===== src/rtl/dmem_pkg.sv =====
// dmem_pkg: state encoding and index-width helper shared by the data-memory responder
package dmem_pkg;
   typedef enum logic [2:0] {
      IDLE           = 3'd0,
      READ_WAITING   = 3'd1,
      WRITE_WAITING  = 3'd2,
      READ_RELAYING  = 3'd3,
      WRITE_RELAYING = 3'd4
   } state_t;
   function automatic int idx_bits(input int n);
      return (n > 1) ? $clog2(n) : 1;
   endfunction
endpackage


===== src/rtl/rr_arbiter.sv =====
// rr_arbiter: combinational round-robin pick of the first request at or after ptr
module rr_arbiter
   import dmem_pkg::*;
#(
   parameter int N  = 4,
   parameter int IW = idx_bits(N)
) (
   input  logic [N-1:0]  req,
   input  logic [IW-1:0] ptr,
   output logic [IW-1:0] grant,
   output logic          grant_valid
);
   logic [N-1:0] rot;
   always_comb begin
      rot = N'({req, req} >> ptr);
      grant = '0;
      grant_valid = 1'b0;
      for (int k = N - 1; k >= 0; k--) begin
         if (rot[k]) begin
            grant = IW'((int'(ptr) + k) % N);
            grant_valid = 1'b1;
         end
      end
   end
endmodule


===== src/rtl/dmem_responder.sv =====
// dmem_responder: round-robin funnel of per-core data-cache requests onto one data-memory port
module dmem_responder
   import dmem_pkg::*;
#(
   parameter int ADDR_BITS     = 8,
   parameter int DATA_BITS     = 8,
   parameter int NUM_CONSUMERS = 4
) (
   input  logic                               clk,
   input  logic                               reset,
   input  logic [NUM_CONSUMERS-1:0]           consumer_read_valid,
   input  logic [NUM_CONSUMERS*ADDR_BITS-1:0] consumer_read_address,
   output logic [NUM_CONSUMERS-1:0]           consumer_read_ready,
   output logic [NUM_CONSUMERS*DATA_BITS-1:0] consumer_read_data,
   input  logic [NUM_CONSUMERS-1:0]           consumer_write_valid,
   input  logic [NUM_CONSUMERS*ADDR_BITS-1:0] consumer_write_address,
   input  logic [NUM_CONSUMERS*DATA_BITS-1:0] consumer_write_data,
   output logic [NUM_CONSUMERS-1:0]           consumer_write_ready,
   output logic                               mem_read_valid,
   output logic [ADDR_BITS-1:0]               mem_read_address,
   input  logic                               mem_read_ready,
   input  logic [DATA_BITS-1:0]               mem_read_data,
   output logic                               mem_write_valid,
   output logic [ADDR_BITS-1:0]               mem_write_address,
   output logic [DATA_BITS-1:0]               mem_write_data,
   input  logic                               mem_write_ready
);
   localparam int N  = NUM_CONSUMERS;
   localparam int IW = idx_bits(N);

   state_t                 state_q, state_d;
   logic [IW-1:0]          ch_q, ch_d, rr_q, rr_d, grant;
   logic                   grant_valid;
   logic                   mem_read_valid_q, mem_read_valid_d;
   logic                   mem_write_valid_q, mem_write_valid_d;
   logic [ADDR_BITS-1:0]   mem_read_address_q, mem_read_address_d;
   logic [ADDR_BITS-1:0]   mem_write_address_q, mem_write_address_d;
   logic [DATA_BITS-1:0]   mem_write_data_q, mem_write_data_d;
   logic [N-1:0]           read_ready_q, read_ready_d;
   logic [N-1:0]           write_ready_q, write_ready_d;
   logic [N*DATA_BITS-1:0] read_data_q, read_data_d;

   rr_arbiter #(.N(N), .IW(IW)) u_arb (
      .req         (consumer_read_valid | consumer_write_valid),
      .ptr         (rr_q),
      .grant       (grant),
      .grant_valid (grant_valid)
   );

   always_comb begin
      state_d             = state_q;
      ch_d                = ch_q;
      rr_d                = rr_q;
      mem_read_valid_d    = mem_read_valid_q;
      mem_write_valid_d   = mem_write_valid_q;
      mem_read_address_d  = mem_read_address_q;
      mem_write_address_d = mem_write_address_q;
      mem_write_data_d    = mem_write_data_q;
      read_ready_d        = read_ready_q;
      write_ready_d       = write_ready_q;
      read_data_d         = read_data_q;
      case (state_q)
         IDLE: if (grant_valid) begin
            ch_d = grant;
            // a channel presenting both kinds is served its write first
            if (consumer_write_valid[grant]) begin
               mem_write_valid_d   = 1'b1;
               mem_write_address_d = consumer_write_address[grant*ADDR_BITS +: ADDR_BITS];
               mem_write_data_d    = consumer_write_data[grant*DATA_BITS +: DATA_BITS];
               state_d             = WRITE_WAITING;
            end else begin
               mem_read_valid_d   = 1'b1;
               mem_read_address_d = consumer_read_address[grant*ADDR_BITS +: ADDR_BITS];
               state_d            = READ_WAITING;
            end
         end
         READ_WAITING: if (mem_read_ready) begin
            mem_read_valid_d                           = 1'b0;
            read_data_d[ch_q*DATA_BITS +: DATA_BITS]   = mem_read_data;
            read_ready_d[ch_q]                         = 1'b1;
            state_d                                    = READ_RELAYING;
         end
         WRITE_WAITING: if (mem_write_ready) begin
            mem_write_valid_d   = 1'b0;
            write_ready_d[ch_q] = 1'b1;
            state_d             = WRITE_RELAYING;
         end
         READ_RELAYING: if (!consumer_read_valid[ch_q]) begin
            read_ready_d[ch_q] = 1'b0;
            rr_d               = (int'(ch_q) == N - 1) ? '0 : ch_q + 1'b1;
            state_d            = IDLE;
         end
         WRITE_RELAYING: if (!consumer_write_valid[ch_q]) begin
            write_ready_d[ch_q] = 1'b0;
            rr_d                = (int'(ch_q) == N - 1) ? '0 : ch_q + 1'b1;
            state_d             = IDLE;
         end
         default: state_d = IDLE;
      endcase
   end

   always_ff @(posedge clk or negedge reset) begin
      if (!reset) begin
         state_q             <= IDLE;
         ch_q                <= '0;
         rr_q                <= '0;
         mem_read_valid_q    <= 1'b0;
         mem_write_valid_q   <= 1'b0;
         mem_read_address_q  <= '0;
         mem_write_address_q <= '0;
         mem_write_data_q    <= '0;
         read_ready_q        <= '0;
         write_ready_q       <= '0;
         read_data_q         <= '0;
      end else begin
         state_q             <= state_d;
         ch_q                <= ch_d;
         rr_q                <= rr_d;
         mem_read_valid_q    <= mem_read_valid_d;
         mem_write_valid_q   <= mem_write_valid_d;
         mem_read_address_q  <= mem_read_address_d;
         mem_write_address_q <= mem_write_address_d;
         mem_write_data_q    <= mem_write_data_d;
         read_ready_q        <= read_ready_d;
         write_ready_q       <= write_ready_d;
         read_data_q         <= read_data_d;
      end
   end

   assign consumer_read_ready  = read_ready_q;
   assign consumer_read_data   = read_data_q;
   assign consumer_write_ready = write_ready_q;
   assign mem_read_valid       = mem_read_valid_q;
   assign mem_read_address     = mem_read_address_q;
   assign mem_write_valid      = mem_write_valid_q;
   assign mem_write_address    = mem_write_address_q;
   assign mem_write_data       = mem_write_data_q;
endmodule


===== config.mk =====
export PLATFORM = sky130hd
export DESIGN_NAME = dmem_responder
export DESIGN_NICKNAME = d
export VERILOG_FILES = /design/src/rtl/dmem_pkg.sv /design/src/rtl/rr_arbiter.sv /design/src/rtl/dmem_responder.sv
export SDC_FILE = /design/constraint.sdc
export NUM_CORES = 1
export LEC_CHECK = 0
export BUFFER_PORTS_ARGS = -buffer_cell sky130_fd_sc_hd__buf_2
export CAP_MARGIN = 20
export CORE_ASPECT_RATIO = 0.75
export CORE_MARGIN = 4
export CORE_UTILIZATION = 47
export CTS_CLUSTER_DIAMETER = 40
export DETAILED_ROUTE_END_ITERATION = 16
export GPL_TIMING_DRIVEN = 0
export MAX_ROUTING_LAYER = met4
export PLACE_DENSITY = 0.8
export REMOVE_ABC_BUFFERS = 1
export SLEW_MARGIN = 10
export SYNTH_ARGS = -nofsm -noshare
export SYNTH_HDL_FRONTEND = slang
export SYNTH_SLANG_ARGS = --single-unit

===== constraint.sdc =====
create_clock -name clk -period 2.85 [get_ports clk]
set_clock_uncertainty 0.2 [all_clocks]
set_input_delay 0 -clock clk [delete_from_list [all_inputs] [get_ports clk]]
set_output_delay 0 -clock clk [all_outputs]
set_load 0.01 [all_outputs]

; Word-level counts from Yosys, hierarchy flattened
; Index checks and enable logic that the tools add are counted.
[classes]
addsub = 5
n_mul = 0
div = 0
n_lt_le_gt_ge = 3
n_eq_ne = 12
n_shift = 6
mux = 42
n_bitwise = 7
reduce_logical = 17
[op_table]
columns = operator, count
row1 = 32-bit by 6-bit indexed part select with 8-bit output, 3
row2 = 5-bit negator with 34-bit output, 1
row3 = 8-bit by 34-bit variable shift with 32-bit output (first input constant), 1
row4 = 8-bit by 34-bit indexed part select with 32-bit output, 1
row5 = 32-bit bitwise mux, 1
row6 = 2-bit two-way mux, 8
row7 = 4-bit two-way mux, 4
row8 = 4-bit one-hot mux with 2 select lines, 2
row9 = 3-bit two-way mux, 5
row10 = 3-bit one-hot mux with 5 select lines, 1
row11 = 3-bit AND reduction, 5
row12 = 1-bit two-way mux, 14
row13 = 2-bit != test (second input constant), 7
row14 = 4-bit bitwise OR, 3
row15 = 2-bit nonzero test, 5
row16 = 4-bit AND, 2
row17 = 4-bit AND reduction, 2
row18 = 8-bit by 2-bit right shift with 4-bit output, 1
row19 = 1-bit binary-select mux with 2-bit select, 3
row20 = 3-bit by 2-bit equality test with 1-bit output (second input constant), 2
row21 = 2-bit by 3-bit < comparator with 1-bit output (second input constant), 2
row22 = 5-bit AND reduction, 1
row23 = 2-bit by 1-bit adder with 2-bit output (second input constant), 2
row24 = 2-bit adder (second input constant), 2
row25 = 12 further kinds, 14
[totals]
register_bits = 73
latchBits = 0
ramBits = 0
mem_bits_ro = 0
output_inout_bits = 66
mem_count = 0

; Logic depth before layout (Yosys ltp)
[depth]
word_depth = 11
ltp_mapped = 8
depth_no_buf = 6

; By module
; Synthesis repeated with hierarchy kept, for this count alone.
[hier_totals]
cells_unflattened = 334
area_unflattened_um2 = 4016.4
[modules_own_cells]
columns = mod, instances, cells_each, area_each_um2
row1 = dmem_responder, 1, 319, 3938.8
row2 = rr_arbiter, 1, 15, 77.6

; Least setup slack after synthesis
; Ideal clock, no wire load.
[synth_timing]
path_type = reg-to-reg
from = register state_q[1]
to = register mem_write_address_q[1], in the netlist mem_write_address[1]
setup_ns = 0.125
arrival_ns = 2.109
required_ns = 2.525
slack_ns = 0.416
stages_incl_launch_ff = 8
path_buffers = 3
synth_period_minus_slack_ns = 2.434
cell_sequence = dfrtp_1 -> buf_6 -> or3_1 -> a31oi_1 -> or3b_1 -> buf_6 -> buf_6 -> mux2_4
[synth_via]
elab_chain_cells = 2
[synth_lines]
columns = item, line_no
row1 = from (decl), dmem_responder.sv:31  ; state_t state_q, state_d;
row2 = from (signal assigned), dmem_responder.sv:116  ; state_q <= state_d;
row3 = 3-bit zero test, dmem_responder.sv:62  ; case (state_q)
row4 = 3-bit AND reduction (no line), n/a
row5 = to (signal assigned), dmem_responder.sv:122  ; mem_write_address_q <= mem_write_address_d;
row6 = to (decl), dmem_responder.sv:37  ; logic [ADDR_BITS-1:0] mem_write_address_q, mem_write_address_d;
; No other way between the ends.
; A chain may end at the register's enable or synchronous reset.

; Final worst setup path
[layout_timing]
from = register rr_q[0]
to = register mem_write_data_q[6], in the netlist mem_write_data[6]
[layout_via]
elab_chain_cells = 8
word_cells_on_any_way = 16
classes_between = add/sub (3) / shift (2) / mux (10) / reduce/logical (1)
[layout_lines]
columns = item, line_no
row1 = from (decl), dmem_responder.sv:32  ; logic [IW-1:0] ch_q, ch_d, rr_q, rr_d, grant;
row2 = from (signal assigned), dmem_responder.sv:118  ; rr_q <= rr_d;
row3 = "parallel branches: the longest is 8 deep, another holds 2-bit adder", n/a
row4 = to (signal assigned), dmem_responder.sv:123  ; mem_write_data_q <= mem_write_data_d;
row5 = to (decl), dmem_responder.sv:38  ; logic [DATA_BITS-1:0] mem_write_data_q, mem_write_data_d;
; Parallel ways; which one is timed is not known. The select of a mux whose other input is x is not followed.

==> metrics.md <==
| Metric | Value |
|---|---|
| Status | complete, no violations |
| Initial antenna violation count | 1 |
| Post-route setup TNS | 0 ns |
| Skew-Pair Late Insertion Delay | around 0.33 ns |
| Final period util | 0.983 |
| Final setup fails | 0 |
| Hold WS | 0.00489 ns |
| Worst slew margin | 0.430 |
| Layout cells sized above 1 | 0.341 |
| DRT iter0 DRCs | 391 |
| CTS clk-pin slew, worst paths | 0.06 ns |
| Top Ports | 182 |
| TritonCTS clock tree | built |
| Layout area overhead | 61.6% |
| Max Fanout on Critical Path | 18 |
| Post-synthesis cell type count | 44 |
| CTS max path bufs | 2 |
| Placed instance area | 5050 sq um |
| Number of global-route vias before repair | approximately 4,700 |
| Seq/Total Area, Yosys | 0.457 |
| Num CTS Buffers | 9 |
| CP Data Required Time | 2.86 ns |
| Hold/Removal Path Class | input port to register |
| Initial Utilization | 0.494 |
| FMAX | between 300 and 400 MHz |
| Die ar. | a little over 10,000 sq um |
| First-pass GRT wire length | roughly 25 mm |
| Slew of the pin with the lowest slew margin | around 0.85 ns |
| Startpoint types | register |
| Die height | 87.8 um |
| Die X | 114 um |
| Period minus WS final | 2.80 ns |
| Drt drc | 0 |
| Mean Syn Cell Area | around 10 sq um |
| Placer Congestion | 0.824 |
| Startpoint of the worst hold path | consumer_write_data[31] |
| Crit path DAT | 2.81 ns |
| Flops & latches, synth | 73 |
| Reg2reg start | rr_q[0] |
| Number of port buffers | roughly 180 |
| Synth Cell Area | 3990 sq um |
| DRT antenna net count | 0 |
| Total GRT Usage | 0.343 |
| WL final | roughly 17 mm |
| Final nets | a little under 800 |
| Detailed-router iteration count before antenna repair | 5 |
| Final Hold Viols | 0 |
| Drt wl/cell | 21.2 um |
| Leak Pwr | 3.17 nW |
| CP startpoint | rr_q[0] |
| Num rows | 28 |
| Detailed Place HPWL | 8.54 mm |
| Core area | 8090 sq um |
| Cells after Synth | 381 |
| Overflow after GRT | 0 |
| Max Slew Vio Count | 0 |
| RSZ-0062 raised after global routing | false |
| Clock sink count | between 70 and 80 |
| Worst setup EP type | register |
| Crit Path Category | register to register |
| Post-Place Setup Slack | -0.280 ns |
| Final setup margin | 0.0492 ns |
| VDD IR max | 567 uV |
| Via/cell ratio | 5.65 |
| Post-route cell area | 6450 sq um |
| Pwr per Cell Area | 933 nW/um^2 |
| Root Driver | clkbuf_16 |
| Yosys warns | 0 |
| Max Cap Violations | 0 |
| H-tree depth | 3 |
| Vias | 4,407 |
| Largest net degree at the start of global routing | 64 |
[report_power, final]
group / total, mW / internal (mW) / switching, mW / leakage [nW]
Sequential: 1.80 / 1.47 / 0.328 / 0.925
Combinational: 3.12 / 1.45 / 1.67 / 2.10
Clock: 1.11 / 0.675 / 0.431 / 0.142
[cells in the mapped netlist]
cell | instances | area share
mux4_2 | 2 | 0.011
and2_1 | 1 | 0.0016
buf_2 | 7 | 0.0088
nor3b_1 | 2 | 0.0038
o31ai_1 | 1 | 0.0019
nor3_1 | 1 | 0.0013
clkbuf_1 | 7 | 0.0066
mux2_4 | 8 | 0.030
a21oi_2 | 2 | 0.0044
a21o_1 | 1 | 0.0019
o21bai_1 | 1 | 0.0019
o21ai_0 | 41 | 0.051
or3_1 | 1 | 0.0016
mux2_2 | 7 | 0.020
o21ai_2 | 1 | 0.0022
a41oi_1 | 4 | 0.0088
inv_1 | 4 | 0.0038
a31o_1 | 1 | 0.0022
o311ai_2 | 2 | 0.0081
o21a_1 | 1 | 0.0019
ha_1 | 6 | 0.019
a21boi_0 | 1 | 0.0019
o32ai_1 | 1 | 0.0022
buf_6 | 3 | 0.0085
or3b_1 | 2 | 0.0044
nand2_1 | 88 | 0.083
nor2_1 | 9 | 0.0085
a31oi_1 | 1 | 0.0016
o221ai_1 | 1 | 0.0022
a221oi_1 | 1 | 0.0022
o21bai_2 | 1 | 0.0028
a211oi_1 | 2 | 0.0038
dfrtp_1 | 73 | 0.46
nand3b_1 | 1 | 0.0019
o21ai_1 | 1 | 0.0013
nor2_2 | 1 | 0.0016
nor4_1 | 1 | 0.0016
nand3_1 | 3 | 0.0038
a21oi_1 | 6 | 0.0075
a2111oi_0 | 1 | 0.0022
mux2_1 | 9 | 0.025
nand2b_1 | 1 | 0.0016
a31oi_2 | 1 | 0.0031
mux2i_1 | 72 | 0.18
[per-stage QoR]
step	std cells	total power, mW	utilization
2_1_floorplan	364	3.55	-
3_3_place_gp	650	4.36	0.610
3_5_place_dp	654	4.51	0.624
4_1_cts	777	5.78	0.793
5_1_grt	780	6.33	0.797
6_report	780	6.02	0.797
[cell usage in the layout, fill, tap and decap left out, drive strengths merged, types with 2 or more instances in the layout]
master       synthesis  routed
o21ai               43      43
buf                 10     187
dlygate4sd3          0     107
mux4                 2       2
clkinv               0       3
a21oi                8       8
inv                  4       5
clkinvlp             0       2
clkbuf               7       9
a41oi                4       4
or3b                 2       2
nor2                10      10
nand2               88      88
ha                   6       6
nor3b                2       2
nand3                3       3
dfrtp               73      73
o311ai               2       2
a31oi                2       2
a211oi               2       2
mux2                24      24
o21bai               2       2
mux2i               72      72
[worst max-delay path: stages (launching register included)]
cell,delay [ns]
dfrtp_1,0.41
o21bai_1,0.23
a21oi_1,0.35
a31oi_4,0.14
a2111oi_1,0.56
or3b_4,0.23
buf_12,0.17
mux2_1,0.38
[metal layers]
metal / track usage / wire length [um] / vias up
met1: 0.357 / 5680 / 2096
met2: 0.602 / 8560 / 275
li1: - / - / 1940
met3: 0.0711 / 1190 / 96
met5: - / 0 / -
met4: 0.202 / 1110 / 0
[path summary, 6_finish.rpt]
path	endpoint	slack (ns)	cells past startpoint
setup / recovery	mem_write_data[6]	0.05	7
hold / removal	mem_write_data[7]	0.005	4
setup reg to reg	mem_write_data[6]	0.05	7
hold reg to reg	consumer_read_data[26]	0.28	2
max in group asynchronous	mem_read_address[0]	1.56	3
min in group asynchronous	ch_q[0]	0.03	3
[kinds of logic after synthesis]
group | share of synthesized area
AO/OA/AOI/OAI | 0.115
AND/OR/NAND/NOR | 0.114
buffers and inverters | 0.0276
multiplexers | 0.267
flip-flops | 0.457
adder cells (fa/ha/maj) | 0.0188
[area by class of cell]
| type | count | area [sq um] |
|---|---|---|
| flip-flops and latches | 73 | 1830 |
| diodes | 1 | 2.50 |
| fillers | 441 | 1640 |
| clock inverters | 7 | 68.8 |
| well taps | 105 | 131 |
| clock buffers | 9 | 225 |
| inverters | 4 | 15.0 |
| repair buffers | 294 | 2100 |
| multi-input cells | 287 | 2080 |
[timing repair]
item,4_1_cts,5_1_grt
hold endpoints to repair,137,0
gates resized for setup,3,1
cloned,0,0
endpoints found under the setup margin,18,16
pin swaps,0,2
setup buffers,0,2
hold buffers,107,0
(Power assumes the default switching activity.)
